## config.mk

```make
export PLATFORM = sky130hd
export DESIGN_NAME = gf_serial_mul_flat
export DESIGN_NICKNAME = d
export VERILOG_FILES = /design/src/rtl/gf_serial_mul_if.sv /design/src/rtl/gf_serial_mul.sv /design/src/flat_wrapper.sv
export SDC_FILE = /design/constraint.sdc
export NUM_CORES = 1
export LEC_CHECK = 0
export CELL_PAD_IN_SITES_DETAIL_PLACEMENT = 1
export CELL_PAD_IN_SITES_GLOBAL_PLACEMENT = 2
export CORE_MARGIN = 1.5
export CORE_UTILIZATION = 39
export DETAILED_ROUTE_END_ITERATION = 6
export DONT_BUFFER_PORTS = 1
export PLACE_DENSITY_LB_ADDON = 0.08
export SETUP_SLACK_MARGIN = 0.4
export SYNTH_ARGS = -nofsm -noshare
export SYNTH_HDL_FRONTEND = slang
export SYNTH_SLANG_ARGS = --single-unit
```

## constraint.sdc

```tcl
create_clock -name clk -period 4.4 [get_ports clk]
set_input_delay 1.32 -clock clk [delete_from_list [all_inputs] [get_ports clk]]
set_output_delay 1.32 -clock clk [all_outputs]
set_load 0.005 [all_outputs]
```

## src/rtl/gf_serial_mul_if.sv

```systemverilog
// Operand/result handshake bundle for the serial GF(2^W) multiplier.
interface gf_serial_mul_if #(
    parameter int unsigned W = 8
);
    logic         in_valid;
    logic         in_ready;
    logic [W-1:0] a;
    logic [W-1:0] b;
    logic         out_valid;
    logic         out_ready;
    logic [W-1:0] prod;

    // Producer/consumer side (drives operands, accepts the product)
    modport master (
        output in_valid, a, b, out_ready,
        input  in_ready, out_valid, prod
    );

    // Multiplier side
    modport slave (
        input  in_valid, a, b, out_ready,
        output in_ready, out_valid, prod
    );
endinterface

```

## src/rtl/gf_serial_mul.sv

```systemverilog
// Sequential GF(2^W) multiplier: MSB-first Horner iteration, DIGIT bits of b per cycle.
module gf_serial_mul #(
    parameter int unsigned    W     = 8,
    parameter logic [W-1:0]   POLY  = W'(8'h1B),
    parameter int unsigned    DIGIT = 1
) (
    input  logic            clk,
    input  logic            rst,
    gf_serial_mul_if.slave  bus
);
    localparam int unsigned N  = W / DIGIT;
    localparam int unsigned CW = $clog2(N) + 1;

    // Reject illegal field widths and digit sizes at elaboration
    if ((DIGIT == 0) || (W < 2) || (W > 16) || ((W % DIGIT) != 0)) begin : g_bad_param
        $error("gf_serial_mul: W must be 2..16 and divisible by DIGIT");
    end

    typedef enum logic [1:0] {
        S_IDLE = 2'd0,
        S_CALC = 2'd1,
        S_DONE = 2'd2
    } state_t;

    state_t         state;
    state_t         state_d;
    logic           in_rdy;
    logic           in_rdy_d;
    logic           out_vld;
    logic           out_vld_d;
    logic [W-1:0]   areg;
    logic [W-1:0]   breg;
    logic [W-1:0]   acc;
    logic [W-1:0]   prod_r;
    logic [CW-1:0]  cnt;
    logic [W-1:0]   acc_step;
    logic [W-1:0]   b_step;

    // Multiply by x modulo the field polynomial
    function automatic logic [W-1:0] xtime(input logic [W-1:0] v);
        return {v[W-2:0], 1'b0} ^ (v[W-1] ? POLY : '0);
    endfunction

    // DIGIT unrolled Horner steps consuming breg from its MSB
    always_comb begin
        acc_step = acc;
        b_step   = breg;
        for (int i = 0; i < int'(DIGIT); i++) begin
            acc_step = xtime(acc_step) ^ (b_step[W-1] ? areg : '0);
            b_step   = {b_step[W-2:0], 1'b0};
        end
    end

    // Next-state and registered handshake flag decode
    always_comb begin
        state_d   = state;
        in_rdy_d  = 1'b0;
        out_vld_d = 1'b0;
        unique case (state)
            S_IDLE: if (bus.in_valid && in_rdy) state_d = S_CALC;
            S_CALC: if (cnt == '0) state_d = S_DONE;
            S_DONE: if (out_vld && bus.out_ready) state_d = S_IDLE;
            default: state_d = S_IDLE;
        endcase
        in_rdy_d  = (state_d == S_IDLE);
        out_vld_d = (state_d == S_DONE);
    end

    // State register with handshake flags held low during reset
    always_ff @(posedge clk) begin
        if (rst) begin
            state   <= S_IDLE;
            in_rdy  <= 1'b0;
            out_vld <= 1'b0;
        end else begin
            state   <= state_d;
            in_rdy  <= in_rdy_d;
            out_vld <= out_vld_d;
        end
    end

    // Operand load, iteration and result capture
    always_ff @(posedge clk) begin
        if (rst) begin
            areg   <= '0;
            breg   <= '0;
            acc    <= '0;
            cnt    <= '0;
            prod_r <= '0;
        end else begin
            unique case (state)
                S_IDLE: begin
                    if (bus.in_valid && in_rdy) begin
                        areg <= bus.a;
                        breg <= bus.b;
                        acc  <= '0;
                        cnt  <= CW'(N - 1);
                    end
                end
                S_CALC: begin
                    acc  <= acc_step;
                    breg <= b_step;
                    if (cnt == '0) begin
                        prod_r <= acc_step;
                    end else begin
                        cnt <= cnt - CW'(1);
                    end
                end
                default: ;
            endcase
        end
    end

    assign bus.in_ready  = in_rdy;
    assign bus.out_valid = out_vld;
    assign bus.prod      = prod_r;

endmodule

```

## src/flat_wrapper.sv

```systemverilog
// flat-port wrapper written by rule: the top's interface ports become plain ports
module gf_serial_mul_flat 
#(
    parameter int unsigned    W     = 8,
    parameter logic [W-1:0]   POLY  = W'(8'h1B),
    parameter int unsigned    DIGIT = 1
)
  (clk, rst, bus_in_valid, bus_a, bus_b, bus_out_ready, bus_in_ready, bus_out_valid, bus_prod);
  gf_serial_mul_if #(.W(W)) bus_i ();
  input  logic clk;
  input  logic rst;
  input wire logic [$bits(bus_i.in_valid)-1:0] bus_in_valid;
  input wire logic [$bits(bus_i.a)-1:0] bus_a;
  input wire logic [$bits(bus_i.b)-1:0] bus_b;
  input wire logic [$bits(bus_i.out_ready)-1:0] bus_out_ready;
  output wire logic [$bits(bus_i.in_ready)-1:0] bus_in_ready;
  output wire logic [$bits(bus_i.out_valid)-1:0] bus_out_valid;
  output wire logic [$bits(bus_i.prod)-1:0] bus_prod;
  assign bus_i.in_valid = bus_in_valid;
  assign bus_i.a = bus_a;
  assign bus_i.b = bus_b;
  assign bus_i.out_ready = bus_out_ready;
  assign bus_in_ready = bus_i.in_ready;
  assign bus_out_valid = bus_i.out_valid;
  assign bus_prod = bus_i.prod;
  gf_serial_mul #(.W(W), .POLY(POLY), .DIGIT(DIGIT)) u_core (.clk(clk), .rst(rst), .bus(bus_i));
endmodule
```

=== Word-level counts from Yosys, hierarchy flattened ===
Cells that the tools add are included.

* Multiplexer cells: 13
* Add/subtract/negate cells: 1
* Bitwise operators: 2
* Equal/unequal tests: 5
* Reduce and logical (&&, ||, !) cells: 10

{| class="wikitable"
|+ Operator list
! cell !! count
|-
| 8-bit case mux with 2 select lines || 2
|-
| 8-bit two-way mux || 3
|-
| 8-bit XOR || 2
|-
| 4-bit two-way mux || 2
|-
| 4-bit case mux with 2 select lines || 1
|-
| 2-bit two-way mux || 3
|-
| 2-bit case mux with 3 select lines || 1
|-
| 2-bit AND reduction || 3
|-
| 5-bit two-way mux || 1
|-
| 2-bit == test, second input constant || 2
|-
| 2-bit logical NOT || 2
|-
| 4-bit logical NOT || 1
|-
| 4-bit by 1-bit subtractor with 4-bit output, second input constant || 1
|-
| 3-bit AND reduction || 1
|-
| 2-bit by 1-bit == test with 1-bit output, second input constant || 1
|-
| 1-bit logical AND || 2
|-
| 2-bit by 1-bit inequality test with 1-bit output, second input constant || 1
|-
| 2-bit inequality test, second input constant || 1
|-
| 2-bit nonzero test || 1
|}

* Register bits: 40
* Output and inout port bits: 10
* Input bits: 20
* Word-level logic and storage cells: 39

=== Longest topological paths before layout ===
Gate-level depths: netlist (run 1).

* Depth after elaboration: 4
* Depth in mapped cells: 7
* Mapped depth without buffers: 5

=== Least setup slack after synthesis (run 1) ===
OpenSTA, ideal clock, no wires.

* Kind: input to register
* Start point: input bus_in_valid
* End point: register u_core.cnt[3]
* Buffers on the path: 0
* Data arrival time: 2.241 ns
* Setup time: 0.121 ns
* Cell stages on the path: 4
* Slack: 2.038 ns
* Required time: 4.279 ns
* Path through: a21oi_1 > a311o_1 > nor4_2 > mux2_2

* Word-level cells in the longest chain between the ends: 3

{| class="wikitable"
|+ RTL lines
! element !! line !! source
|-
| start, declared || flat_wrapper.sv:12 || <nowiki>input wire logic [$bits(bus_i.in_valid)-1:0] bus_in_valid;</nowiki>
|-
| 1-bit logical AND || gf_serial_mul.sv:93 || <nowiki>if (bus.in_valid && in_rdy) begin</nowiki>
|-
| 2-bit by 1-bit inequality test with 1-bit output (no line) || - ||
|-
| 3-bit AND reduction (no line) || - ||
|-
| end signal, assigned || gf_serial_mul.sv:97 || <nowiki>cnt <= CW'(N - 1);</nowiki>
|-
| end signal, assigned || gf_serial_mul.sv:106 || <nowiki>cnt <= cnt - CW'(1);</nowiki>
|-
| end, declared || gf_serial_mul.sv:35 || <nowiki>logic [CW-1:0] cnt;</nowiki>
|}

Every way passes these cells.
A chain may end at the register's enable or synchronous reset.

=== Worst setup path in the final report (run 1) ===
Same ends and word-level chain as after synthesis.

==> results of run 1 <==
==> per-stage QoR <==
step | setup WS [ns] | total power [mW] | instances | hold WS [ns] | instance area (µm²)
final | 1.97 | 0.818 | 239 | 0.450 | 1750
after global routing | 1.73 | 0.868 | 239 | 0.471 | 1750
after CTS | 1.91 | 0.827 | 239 | 0.453 | 1750
after detailed placement | 1.61 | 0.577 | 231 | 0.443 | 1660
after global placement | 1.68 | 0.569 | 231 | 0.441 | 1660
after floorplan | 2.04 | 0.552 | 194 | 0.436 | 1660
==> logic make-up (layout without fill, tap and decap cells) <==
logic type      Yosys count  after routing
compound gates           39             39
xor+xnor                 11             11
fa+ha+maj                 1              1
buf+inv                  16             11
flops                    40             40
mux                       8              8
simple gates             79             79
==> per-layer routing <==
| metal | track usage | up-vias |
|---|---|---|
| li1 | - | 642 |
| met1 | 0.245 | 578 |
| met2 | 0.263 | 29 |
| met3 | 0.0411 | 7 |
| met4 | 0.0750 | 0 |
| met5 | 0 | - |
==> placed cells by master, fill, tap and decap left out, drive strengths merged, types with 2 or more instances in the layout <==
cell / Yosys / layout
a21oi: 17 / 17
clkinv: 0 / 2
a211oi: 7 / 7
nand2: 35 / 35
xor2: 3 / 3
nor3: 6 / 6
nor2: 28 / 28
mux2i: 7 / 7
clkbuf: 7 / 6
nor3b: 2 / 2
dfxtp: 40 / 40
inv: 2 / 2
xnor2: 8 / 8
a22oi: 9 / 9
and3: 2 / 2
==> how the worst max path moves through the flow <==
stage                             from       endpoint  slack [ns]  cells past startpoint
after floorplan           bus_in_valid  u_core.cnt[3]        2.04                      4
after global placement    bus_in_valid  u_core.cnt[3]        1.68                      4
after detailed placement  bus_in_valid  u_core.cnt[3]        1.61                      4
after CTS                 bus_in_valid  u_core.cnt[3]        1.91                      4
after global routing      bus_in_valid  u_core.cnt[3]        1.73                      4
final                     bus_in_valid  u_core.cnt[3]        1.97                      4
==> final cells by class <==
cell class / count / area [µm²]
repair buffers: 1 / 7.51
well taps: 50 / 62.6
inverters: 2 / 7.51
flip-flops and latches: 40 / 801
clock buffers: 6 / 82.6
multi-input cells: 138 / 783
clock inverters: 2 / 10.0
fillers: 486 / 2270
==> report_power, final <==
group          internal (mW)  switching (mW)
clock                  0.125           0.126
combinational         0.0539          0.0816
sequential             0.399          0.0321
total                  0.578           0.240
==> worst register-to-register path, stage by stage, from the launching register on <==
cell,delay (ns)
dfxtp_1,0.42
nor2b_1,0.63
buf_4,0.33
a21boi_0,0.29
a21o_1,0.16
a21oi_1,0.03
==> registers in the layout, indices dropped and copies added (netlist names) <==
signal and cells:
u_core.acc 8, u_core.areg 8, u_core.breg 8, u_core.bus.in_ready 1, u_core.bus.out_valid 1, u_core.bus.prod 8, u_core.cnt 4, u_core.state 2
==> results.md, run 1 <==
- Outcome: finished, final reports clean
- WP buf/inv: 0
- Vias in the first global route: 1249
- Ranking of synthesized cells by area: dfxtp_1 48%, nand2_1 7.9%, nor2_1 6.1%, a21oi_1 5.1%, mux2i_1 4.2%
- Cell family with most CP delay: simple AND/OR/NAND/NOR gates
- Worst flop-to-flop path endpoint: u_core.cnt[0]
- Crit path largest cell delay: about 0.84 ns
- Placer congestion estimate: roughly 0.7
- Worst Hold Path EP: u_core.areg[0]
- Diode count: 0
- Initial DRC count: 61
- Final core occ: 0.435
- Post-route clock period utilization: 0.553
- Top cell type by total area after synthesis: dfxtp_1
- Clock Path Buffers: 2
- CTS tree: built
- Setup_tns: 0 ns
- Slew HR: 0.265
- Synth-to-layout area growth: 5.89%
- CP endpoint kind: flop
- Share of flip-flops with an asynchronous set or reset: 0
- Routed wl met3: roughly 160 µm
- R2r setup slk: 2.43 ns
- Starting Density: 0.411
- Post-synthesis average cell area: roughly 8.5 µm²
- Core ar.: 0.00403 mm²
- WHS Path Cells: 2
- Top post-synthesis cells by count: 40 x dfxtp_1, 35 x nand2_1, 27 x nor2_1
- Die Wd: 68.2 µm
- Routed WL: about 3700 µm
- Reg clk slew, reported paths: roughly 0.08 ns
- Vias: 1256
- Worst Skew: a little under 0.008 ns
- Largest family of logic cells by synthesized area: simple AND/OR/NAND/NOR gates
- Hpwl dp: 2610 µm
- Worst-Skew Late Latency: roughly 0.29 ns
- Hold_buf cts: 0
- Data arrival time of the worst path: ~2.6 ns
- Synth Area in Adders: 0.00755
- RSZ-0062 raised after global routing: false
- Hold wc startpoint: u_core.areg[0]
- Most numerous cell in the Yosys netlist: dfxtp_1
- Yosys top cell area share: 0.483
- Worst-Margin Slew: ~1.1 ns
- Setup-failing EPs final: 0
- Post-Synth XOR/XNOR Area: 0.0582
- WL met1: between 1500 and 2000 µm
- DR WL met2: 1630 µm
- Compound-cell area share of the yosys netlist: 0.153
- Root buffer cell: clkbuf_8
- CTS H-Tree Depth: 2
- Critical Path RT: 4.58 ns
- Mux cell area share after synthesis: 0.0491
- Row count: 23
- Cell Chain, Critical Path: nand2_1 -> nor3_1 -> nor3b_1 -> mux2_2
- CTS Sinks: 40
- Slowest-stage cell, CP: nor3_1
- Boundary pin count: 30
- Register area share after synthesis: 0.483
- Hold Path Class: reg2reg
- Remaining antenna violation count: 0
- Mapped Cells: 194
- Max Cap Viol: 0
- Full die area: approximately 0.0046 mm²
- Mapped cell area: ~0.0017 mm²
- Worst VDD drop: about 0.18 mV
- Total power per unit cell area: about 470 mW/mm²
- Slew Viols, Final: 0
- Vias per inst: around 5.3
- GRT overflow: 0
- Pin count of the biggest net entering global routing: 42
- Total CTS buffers: 5
- Startpoint types: input port
- Post-CTS Setup Inserts: 0
- Number of synthesized flops with an enable pin: 0
- Max Freq: approximately 0.41 GHz
- Syn nets: approximately 220
- Final hold viol count: 0
- Initial antenna violation count: 0
- Setup Crit Path Kind: in2reg
- Top sig layer: met4
- FF-to-FF Start: u_core.state[0]
- Die Span Y: between 60 and 70 µm
- Resize count post-CTS: 0
- Synth Register Bits: 40
- # DRC: 0
- Fraction of layout cells with a size suffix above 1: 0.0688
- R2R depth: 5
- Fin nets: ~210
- Leak: 0.626 nW
- GRT Total Usage: 0.177
- Crit-path max FO: 11
- Yosys warns: 0
- Count of cell types in the netlist: 32
- Dominant synthesized flop cell: dfxtp_1
- Synth Area in Simple Gates: 0.205
- Minimum clock period: approximately 2.4 ns
- DRT Pass-1 Iters: 4
- Wirelength per Cell: about 15 µm
- Port Buffer Count: 0
- First-pass GRT wire length: 6090 µm
(Power assumes the default switching activity.)
==> run 2: changes to the inputs <==
--- a/config.mk
+++ b/config.mk
@@ -8,7 +8,7 @@
 export CELL_PAD_IN_SITES_DETAIL_PLACEMENT = 1
 export CELL_PAD_IN_SITES_GLOBAL_PLACEMENT = 2
 export CORE_MARGIN = 1.5
-export CORE_UTILIZATION = 39
+export CORE_UTILIZATION = 36
 export DETAILED_ROUTE_END_ITERATION = 6
 export DONT_BUFFER_PORTS = 1
 export PLACE_DENSITY_LB_ADDON = 0.08
==> constraint.sdc (replaced) <==
create_clock -name clk -period 2.5 [get_ports clk]
set_input_delay 0.75 -clock clk [delete_from_list [all_inputs] [get_ports clk]]
set_output_delay 0.75 -clock clk [all_outputs]
set_load 0.005 [all_outputs]
==> results.md, run 2 (same netlist as run 1, synthesis figures left out) <==
- WHS Path Cells: 2 (unchanged)
- CTS tree: built
- Routed WL: 3690 µm (+0.44%)
- Row count: 24 (+4.3%)
- Final core occ: 0.404 (-0.0313)
- Slew Viols, Final: 0 (unchanged)
- Synth-to-layout area growth: 6.95%
- Outcome: finished, final reports clean
- Pin count of the biggest net entering global routing: 42 (unchanged)
- Starting Density: 0.378 (-0.0333)
- Total CTS buffers: 5 (unchanged)
- Reg clk slew, reported paths: 0.07 ns (about the same)
- Setup Crit Path Kind: reg2reg
- Resize count post-CTS: 0 (unchanged)
- Clock Path Buffers: 2 (unchanged)
- First-pass GRT wire length: 6360 µm (+4.4%)
- Post-place setup slack: 0.589 ns (-1.02 ns)
- Worst VDD drop: 0.285 mV (+61%)
- Boundary pin count: 30 (unchanged)
- Initial DRC count: 72 (+18%)
- GRT overflow: 0 (unchanged)
- GRT Total Usage: 0.159 (-0.0182)
- Vias in the first global route: 1289 (+3.2%)
- Vias: 1273 (+1.4%)
- Remaining antenna violation count: 0 (unchanged)
- Slew HR: 0.659 (+0.394)
- Die Wd: 70.8 µm (+3.9%)
- CTS Sinks: 40 (unchanged)
- Post-CTS Setup Inserts: 0 (unchanged)
- Diode count: 0 (unchanged)
- Setup-failing EPs final: 0 (unchanged)
- Hold wc startpoint: u_core.areg[1]
- R2R depth: 5 (unchanged)
- Most frequent cells in the layout: 40 x dfxtp_1, 35 x nand2_1, 27 x nor2_1
- DRT Pass-1 Iters: 4 (unchanged)
- # DRC: 0 (unchanged)
- Fin nets: 211 (+0.96%)
- Root buffer cell: clkbuf_8
- Max Cap Viol: 0 (unchanged)
- Worst Skew: 0.00356 ns (-0.00438 ns)
- Worst-Margin Slew: 0.507 ns (-0.587 ns)
- Final hold viol count: 0 (unchanged)
- R2r setup slk: 0.75 ns (-1.68 ns)
- Total power per unit cell area: 814 mW/mm² (+75%)
- Minimum clock period: about 1.7 ns
- Die Span Y: 70.8 µm (+3.9%)
- Setup_tns: 0 ns (unchanged)
- Post-route clock period utilization: 0.699
- Full die area: 0.00502 mm² (+8.0%)
- Core ar.: 0.00438 mm² (+8.8%)
- Initial antenna violation count: 0 (unchanged)
- Worst Hold Path EP: u_core.areg[1]
- Port Buffer Count: 0 (unchanged)
- Hpwl dp: 2710 µm (+3.8%)
- FF-to-FF Start: u_core.cnt[0]
- Max Freq: between 0.5 and 0.6 GHz
- CP endpoint kind: flop
- RSZ-0062 raised after global routing: false
- Wirelength per Cell: 15.2 µm (-1.2%)
- Fraction of layout cells with a size suffix above 1: 0.0785 (+0.00975)
- Most common cell after layout, fill and taps aside: dfxtp_1
- CTS H-Tree Depth: 2 (unchanged)
- Placer congestion estimate: 0.695 (-1.9%)
- Startpoint types: flop
- Critical Path RT: 2.68 ns (-1.90 ns)
- Final hold slack: 0.457 ns (+0.00764 ns)
- Worst-Skew Late Latency: 0.28 ns (about the same)
- Crit-path max FO: 6 (-5)
- Leak: 0.636 nW (+1.7%)
- Overall Power: 1.44 mW (+76%)
- Final setup margin: 0.752 ns (-1.21 ns)
- Hold_buf cts: 0 (unchanged)
- Vias per inst: 5.24 (-0.31%)
- Data arrival time of the worst path: 1.93 ns (-0.69 ns)
- Worst flop-to-flop path endpoint: u_core.cnt[3]
- Hold Path Class: reg2reg
-- run 2: worst max path at each step --
stage,start,end,cells past startpoint
after global placement,bus_in_valid,u_core.cnt[3],4
final,u_core.cnt[0],u_core.cnt[3],5
after detailed placement,bus_in_valid,u_core.cnt[3],4
after CTS,u_core.cnt[0],u_core.cnt[3],5
after floorplan,bus_in_valid,u_core.cnt[3],4
after global routing,u_core.cnt[0],u_core.cnt[3],5
-- run 2: cell type report --
| class | instances | area, µm² |
|---|---|---|
| fillers | 535 | 2610 |
| flip-flops and latches | 40 | 801 |
| multi-input cells | 138 | 783 |
| clock buffers | 6 | 82.6 |
| well taps | 52 | 65.1 |
| repair buffers | 3 | 22.5 |
| clock inverters | 2 | 10.0 |
| inverters | 2 | 7.51 |
-- run 2: stage by stage --
stage	instances	cell area, µm²
finish	243	1770
global route	243	1770
CTS	243	1770
detailed placement	235	1680
global placement	235	1680
floorplan	194	1660
-- run 2: worst max-delay path, cell delays in order (launching register included) --
cell and delay (ns):
dfxtp_1 0.38, inv_1 0.08, ha_1 0.27, a311o_1 0.36, nor4_2 0.19, mux2_2 0.36
-- run 2: per-layer routing --
| metal | vias to the layer above | GRT usage | routed length, µm |
|---|---|---|---|
| met5 | - | 0 | 0 |
| met4 | 0 | 0.0503 | 44 |
| met3 | 5 | 0.0470 | 175 |
| met2 | 26 | 0.245 | 1660 |
| met1 | 594 | 0.215 | 1810 |
| li1 | 648 | - | - |
-- run 2: where the power goes --
part	switching, mW	internal, mW	leakage (nW)
sequential	0.0559	0.702	0.326
combinational	0.149	0.102	0.259
clock	0.213	0.220	0.0510
total	0.418	1.02	0.636
